===== src/rtl/stop_watch_pkg.sv =====
// Shared definitions for the parametrised BCD stopwatch: digit moduli and
// the run-state encoding used by the core.
package stop_watch_pkg;

  localparam int DEC_MAX      = 9;
  localparam int SEC_TENS_MAX = 5;

  typedef enum logic [1:0] {
    STOP  = 2'd0,
    RUN   = 2'd1,
    PAUSE = 2'd2
  } run_state_t;

  // Digit 2 is tens of seconds; every other digit is plain decimal.
  function automatic logic [3:0] digit_max(input int i);
    return (i == 2) ? 4'(SEC_TENS_MAX) : 4'(DEC_MAX);
  endfunction

endpackage


===== src/rtl/param_stop_watch_if.sv =====
// Control/display bundle between the stopwatch core (slave) and whatever
// drives its buttons and reads its digits (master).
interface param_stop_watch_if #(
  parameter int N_DIGITS = 4
);

  logic                  go;
  logic                  back;
  logic                  clr;
  logic                  lap;
  logic [4*N_DIGITS-1:0] bcd;
  logic                  running;
  logic                  at_zero;
  logic                  ovf;
  logic                  lap_active;

  modport master (
    output go, back, clr, lap,
    input  bcd, running, at_zero, ovf, lap_active
  );

  modport slave (
    input  go, back, clr, lap,
    output bcd, running, at_zero, ovf, lap_active
  );

endinterface


===== src/rtl/sw_bcd_digit.sv =====
// One BCD digit with programmable top value; counts up or down when enabled
// and flags the carry/borrow that enables the next digit.
module sw_bcd_digit (
  input  logic       clk,
  input  logic       reset,
  input  logic       clr,
  input  logic       en,
  input  logic       down,
  input  logic [3:0] max,
  output logic [3:0] digit,
  output logic       co
);

  logic [3:0] digit_reg;

  assign co    = en & (down ? (digit_reg == 4'd0) : (digit_reg == max));
  assign digit = digit_reg;

  always_ff @(posedge clk) begin
    if (reset || clr) begin
      digit_reg <= 4'd0;
    end else if (en) begin
      if (down) begin
        digit_reg <= (digit_reg == 4'd0) ? max : digit_reg - 4'd1;
      end else begin
        digit_reg <= (digit_reg == max) ? 4'd0 : digit_reg + 4'd1;
      end
    end
  end

endmodule


===== src/rtl/param_stop_watch.sv =====
// Parametrised BCD stopwatch core: run/pause/stop FSM, tick prescaler and a
// rippled digit chain. Lap-hold display is built only with PARAM_STOP_WATCH_LAP_EN.
module param_stop_watch
  import stop_watch_pkg::*;
#(
  parameter int N_DIGITS = 4,
  parameter int TICK_DIV = 10_000_000
) (
  input logic               clk,
  input logic               reset,
  param_stop_watch_if.slave sw
);

  localparam int CW = 4 * N_DIGITS;
  localparam int PW = (TICK_DIV > 2) ? $clog2(TICK_DIV) : 1;
  localparam logic [PW-1:0] PRESC_LAST = PW'(TICK_DIV - 1);

  run_state_t      state_reg;
  logic [PW-1:0]   presc_reg;
  logic            go_d_reg;
  logic            go_rise_reg;
  logic            armed_reg;
  logic            ovf_reg;
  logic            at_zero_reg;

  logic [CW-1:0]       count;
  logic [N_DIGITS-1:0] en;
  logic [N_DIGITS-1:0] co;
  logic                down;
  logic                tick;
  logic                step;
  logic                wrap;
  logic                count_is_zero;
  logic                lands_zero;

  assign down          = sw.back;
  assign tick          = (state_reg == RUN) && (presc_reg == PRESC_LAST);
  assign count_is_zero = (count == '0);
  assign lands_zero    = (count == CW'(1));
  // A down tick at zero must not borrow the chain round to the maximum.
  assign step          = tick & ~(down & count_is_zero);
  assign wrap          = step & ~down & co[N_DIGITS-1];

  genvar gi;
  generate
    for (gi = 0; gi < N_DIGITS; gi++) begin : g_digit
      if (gi == 0) begin : g_first
        assign en[gi] = step;
      end else begin : g_chain
        assign en[gi] = co[gi-1];
      end

      sw_bcd_digit u_digit (
        .clk   (clk),
        .reset (reset),
        .clr   (sw.clr),
        .en    (en[gi]),
        .down  (down),
        .max   (digit_max(gi)),
        .digit (count[4*gi +: 4]),
        .co    (co[gi])
      );
    end
  endgenerate

  // Edge detection is held off for the first cycle after reset so a button
  // already held during reset does not register as a press.
  always_ff @(posedge clk) begin
    if (reset) begin
      go_d_reg    <= 1'b0;
      go_rise_reg <= 1'b0;
      armed_reg   <= 1'b0;
    end else begin
      go_d_reg    <= sw.go;
      go_rise_reg <= sw.go & ~go_d_reg & armed_reg & ~sw.clr;
      armed_reg   <= 1'b1;
    end
  end

  always_ff @(posedge clk) begin
    if (reset || sw.clr) begin
      state_reg   <= STOP;
      presc_reg   <= '0;
      ovf_reg     <= 1'b0;
      at_zero_reg <= 1'b1;
    end else begin
      ovf_reg <= wrap;
      if (step) begin
        at_zero_reg <= down ? lands_zero : wrap;
      end
      case (state_reg)
        STOP: begin
          presc_reg <= '0;
          if (go_rise_reg) begin
            state_reg <= RUN;
          end
        end
        RUN: begin
          presc_reg <= tick ? '0 : presc_reg + PW'(1);
          if (go_rise_reg) begin
            state_reg <= PAUSE;
          end else if (tick && down && (count_is_zero || lands_zero)) begin
            state_reg <= STOP;
          end
        end
        PAUSE: begin
          if (go_rise_reg) begin
            state_reg <= RUN;
          end
        end
        default: state_reg <= STOP;
      endcase
    end
  end

  assign sw.running = (state_reg == RUN);
  assign sw.at_zero = at_zero_reg;
  assign sw.ovf     = ovf_reg;

`ifdef PARAM_STOP_WATCH_LAP_EN
  logic          lap_d_reg;
  logic          lap_rise_reg;
  logic          lap_active_reg;
  logic [CW-1:0] snap_reg;

  always_ff @(posedge clk) begin
    if (reset) begin
      lap_d_reg      <= 1'b0;
      lap_rise_reg   <= 1'b0;
      lap_active_reg <= 1'b0;
      snap_reg       <= '0;
    end else begin
      lap_d_reg    <= sw.lap;
      lap_rise_reg <= sw.lap & ~lap_d_reg & armed_reg & ~sw.clr;
      if (sw.clr) begin
        lap_active_reg <= 1'b0;
      end else if (lap_rise_reg) begin
        lap_active_reg <= ~lap_active_reg;
        if (!lap_active_reg) begin
          snap_reg <= count;
        end
      end
    end
  end

  assign sw.bcd        = lap_active_reg ? snap_reg : count;
  assign sw.lap_active = lap_active_reg;
`else
  logic unused_lap;
  assign unused_lap    = sw.lap;
  assign sw.bcd        = count;
  assign sw.lap_active = 1'b0;
`endif

endmodule


===== src/flat_wrapper.sv =====
// flat-port wrapper written by rule: the top's interface ports become plain ports
module param_stop_watch_flat import stop_watch_pkg::*;
#(
  parameter int N_DIGITS = 4,
  parameter int TICK_DIV = 10_000_000
)
  (clk, reset, sw_go, sw_back, sw_clr, sw_lap, sw_bcd, sw_running, sw_at_zero, sw_ovf, sw_lap_active);
  param_stop_watch_if #(.N_DIGITS(N_DIGITS)) sw_i ();
  input logic clk;
  input logic reset;
  input wire logic [$bits(sw_i.go)-1:0] sw_go;
  input wire logic [$bits(sw_i.back)-1:0] sw_back;
  input wire logic [$bits(sw_i.clr)-1:0] sw_clr;
  input wire logic [$bits(sw_i.lap)-1:0] sw_lap;
  output wire logic [$bits(sw_i.bcd)-1:0] sw_bcd;
  output wire logic [$bits(sw_i.running)-1:0] sw_running;
  output wire logic [$bits(sw_i.at_zero)-1:0] sw_at_zero;
  output wire logic [$bits(sw_i.ovf)-1:0] sw_ovf;
  output wire logic [$bits(sw_i.lap_active)-1:0] sw_lap_active;
  assign sw_i.go = sw_go;
  assign sw_i.back = sw_back;
  assign sw_i.clr = sw_clr;
  assign sw_i.lap = sw_lap;
  assign sw_bcd = sw_i.bcd;
  assign sw_running = sw_i.running;
  assign sw_at_zero = sw_i.at_zero;
  assign sw_ovf = sw_i.ovf;
  assign sw_lap_active = sw_i.lap_active;
  param_stop_watch #(.N_DIGITS(N_DIGITS), .TICK_DIV(TICK_DIV)) u_core (.clk(clk), .reset(reset), .sw(sw_i));
endmodule

===== config.mk =====
export PLATFORM = sky130hd
export DESIGN_NAME = param_stop_watch_flat
export DESIGN_NICKNAME = d
export VERILOG_FILES = /design/src/rtl/stop_watch_pkg.sv /design/src/rtl/param_stop_watch_if.sv /design/src/rtl/sw_bcd_digit.sv /design/src/rtl/param_stop_watch.sv /design/src/flat_wrapper.sv
export SDC_FILE = /design/constraint.sdc
export NUM_CORES = 1
export LEC_CHECK = 0
export ABC_CLOCK_PERIOD_IN_PS = 4400
export CAP_MARGIN = 25
export CORE_MARGIN = 1
export CORE_UTILIZATION = 38
export CTS_CLUSTER_DIAMETER = 80
export DETAILED_ROUTE_END_ITERATION = 16
export GPL_TIMING_DRIVEN = 1
export SYNTH_ARGS = -nofsm -noshare
export SYNTH_HDL_FRONTEND = slang
export SYNTH_SLANG_ARGS = --single-unit

===== constraint.sdc =====
create_clock -name clk -period 4.4 [get_ports clk]
set_input_delay 0.66 -clock clk [delete_from_list [all_inputs] [get_ports clk]]
set_output_delay 0.66 -clock clk [all_outputs]
set_load 0.03 [all_outputs]

==> impl_results.md <==
* Initial antenna violation count at 0
* Worst-Margin Slew at 0.907 ns
* DRC at 0
* WL/cell at 14.7 um
* Post-Syn Instances at 368
* Fmax at 329 MHz
* R2r setup slk at 1.78 ns
* Die X at 89.5 um
* Number of synthesized flops with an enable pin at 0
* Kind of critical path: input port to flop
* Height of the die at 89.5 um
* Crit path depth at 7
* H-tree Lvls at 2
* Ys flop type: dfxtp_1
* Final net count at 384
* Port Buf Inserts at 23
* Cts repair resizes at 0
* Crit. End Element: flop
* N_diodes at 0
* CTS clk-pin slew, worst paths at 0.08 ns
* Worst path required time at 4.64 ns
* RD Place Congestion at 0.808
* Run status: finished, final reports clean
* Worst path cell trace: clkdlybuf4s50_1 -> buf_4 -> or4b_4 -> or4_4 -> o311a_1 -> nand2_1 -> mux2i_1
* First-pass GRT wire length at 11.6 mm
* Cell family with most CP delay: simple AND/OR/NAND/NOR gates
* Fill cells at 733
* Setup TNS at 0 ns
* Register bit total from synthesis at 47
* WHS Endpoint: u_core.go_rise_reg
* Fin crit period at 3.04 ns
* Syn Nets at 375
* Clk buf depth at 2
* Crit path buffers/inverters at 2
* Post-Syn Area at 2910 sq um
* Worst setup SP type: input port
* Via count of the first global-routing pass at 2303
* Final Skew at 0.00729 ns
* Max-cap violations at 0
* Sequential share of the synthesized area at 0.323
* Number of CTS-inserted buffers at 5
* Grt met2 use at 0.266
* Hold_ws at 0.392 ns
* RSZ-0062 raised after global routing: no
* Violation count after the first detailed-route iteration at 89
* Initial DRT Pass Iterations at 4
* Period utilisation layout at 0.691
* Largest net degree at the start of global routing at 28
* GR Layer Usage met3 at 0.0277
* GRT Util Overall at 0.187
* Hold path depth at 1
* HP Class: flop to flop
* Detailed Place HPWL at 4.97 mm
* Global route total overflow at 0
* Max FFs per register at 24
* Critical path's slowest cell: or4_4
* FF-to-FF End: u_core.g_digit[3].u_digit.digit[2]
* Register-to-Register Path Depth at 5
* # clock sinks at 47
* Syn_area_per_cell at 7.91 sq um
* Fraction of registers with async set/reset at 0
* M1 GR Usage at 0.290
* Clock Tree Root: clkbuf_8
* Crit-path max FO at 24
* Placed instance count at 469
* Peak VDD IR at 0.115 mV
* Gr busiest metal: met1
* Cell Rows at 31
* Placed cell area at 3160 sq um
* Die area at 8010 sq um
* Io pins at 26
* Crit path arrival time at 3.28 ns
* Slew headroom at 0.393
* Ys Warns at 0
* Yosys cell types at 64
* Hold Buf Count CTS at 0
* Reg2Reg Launch Point: u_core.g_digit[0].u_digit.digit[0]
* Final Non-Filler Cells at 477
* Vias per cell at 5.79
* Post-Route WL at 7.03 mm
* Initial Utilization at 0.397
* Post-CTS Setup Repair Bufs at 0
* Hold Fails Final Rpt at 0
* Layout cells sized above 1 at 0.0582
* Pwr/cell area at 223 nW/um^2
* Hold Startpoint: u_core.go_d_reg
* Final Instance Area at 3250 sq um
* Worst skew pair latency at 0.31 ns
* CTS tree: done
* Final setup vio count at 0
* Vias at 2764
* Leakage at 1.03 nW
* Core area at 7330 sq um
* Area growth syn-to-layout at 11.5%
* Max Slew Vio Count at 0
* Routed Antenna Nets at 0
* Max stage delay on crit path at 0.56 ns
## synth_stat cells, drive strengths merged (3+ instances only)
cell type   n  area share
a21oi      36       0.063
a22oi       4       0.010
a31oi       9       0.019
and2        6       0.013
and3        7       0.015
and4        8       0.024
buf         7       0.020
clkbuf     17       0.022
dfxtp      47        0.32
inv        10       0.013
mux2i       4       0.014
nand2      27       0.035
nand2b      8       0.017
nand3      15       0.026
nand3b      3      0.0077
nand4       9       0.019
nor2       23       0.030
nor2b      11       0.024
nor3        8       0.014
nor3b       4       0.010
nor4        3      0.0064
nor4b       4       0.012
o211ai      5       0.013
o21ai      28       0.048
o311ai      4       0.024
o41ai       4       0.012
or2         3      0.0064
or3        14       0.032
or4         3       0.010
or4b        3       0.012
xnor2       3      0.0090
xor2        4       0.012
## worst max path at each step
stage | from | to | slack (ns)
floorplan | u_core.g_digit[2].u_digit.digit[0] | u_core.g_digit[3].u_digit.digit[2] | 1.88
global placement | sw_back | u_core.g_digit[0].u_digit.digit[1] | 1.07
detailed placement | sw_back | u_core.g_digit[0].u_digit.digit[0] | 1.05
CTS | sw_back | u_core.g_digit[0].u_digit.digit[1] | 1.36
global route | sw_back | u_core.g_digit[3].u_digit.digit[1] | 1.27
finish | sw_back | u_core.g_digit[0].u_digit.digit[1] | 1.36
## cell families after synthesis
group,Yosys count,share of synthesized area
other,1,0.00129
XOR/XNOR,7,0.0211
multiplexers,6,0.0215
adder cells (fa/ha/maj),1,0.00430
flip-flops,47,0.323
AND/OR/NAND/NOR,164,0.329
AO/OA/AOI/OAI,108,0.244
buffers and inverters,34,0.0550
## placed cells by master (no fill, tap or decap), types with 3 or more instances in the layout
cell / n
a21oi_1: 35
a22oi_1: 4
a31oi_1: 9
and2_1: 5
and3_1: 7
and4_1: 8
buf_4: 3
clkbuf_8: 5
clkdlybuf4s50_1: 23
dfxtp_1: 47
inv_1: 10
mux2i_1: 4
nand2_1: 27
nand2b_1: 8
nand3_1: 15
nand3b_1: 3
nand4_1: 9
nor2_1: 23
nor2b_1: 11
nor3_1: 8
nor3b_1: 4
nor4_1: 3
nor4b_1: 4
o211ai_1: 5
o21ai_0: 24
o21ai_1: 4
o41ai_1: 4
or3_1: 13
xnor2_1: 3
xor2_1: 4
## worst register-to-register path: cells and delay by family, from the launching register on
family,cells,cell delay (ns)
AND/OR/NAND/NOR,3,1.00
AO/OA/AOI/OAI,2,0.90
flip-flops,1,0.66
## through the flow
step	power (W)	util	setup WS [ns]
3_3_place_gp	0.000472	0.432	1.07
3_5_place_dp	0.000473	0.432	1.05
5_1_grt	0.000750	0.443	1.27
2_1_floorplan	0.000462	-	1.88
4_1_cts	0.000730	0.443	1.36
6_report	0.000723	0.443	1.36
## metal layers
layer | part of all wire | up-vias
met3 | 0.027 | 5
met2 | 0.43 | 39
met5 | 0 | -
li1 | - | 1402
met1 | 0.53 | 1318
met4 | 0.0073 | 0
## cell type report
type                    count  area [sq um]  share of cell area
well taps                  99           124              0.0382
multi-input cells         287          1810               0.557
clock inverters             1          5.00             0.00154
clock buffers               7          76.3              0.0235
inverters                  10          37.5              0.0116
flip-flops and latches     47           941               0.290
repair buffers             26           253              0.0779
## report_power, final
part | switching [W] | internal (W)
registers | 0.000000639 | 0.000426
clock network | 0.000148 | 0.000112
logic | 0.0000226 | 0.0000137
(Power assumes the default switching activity.)
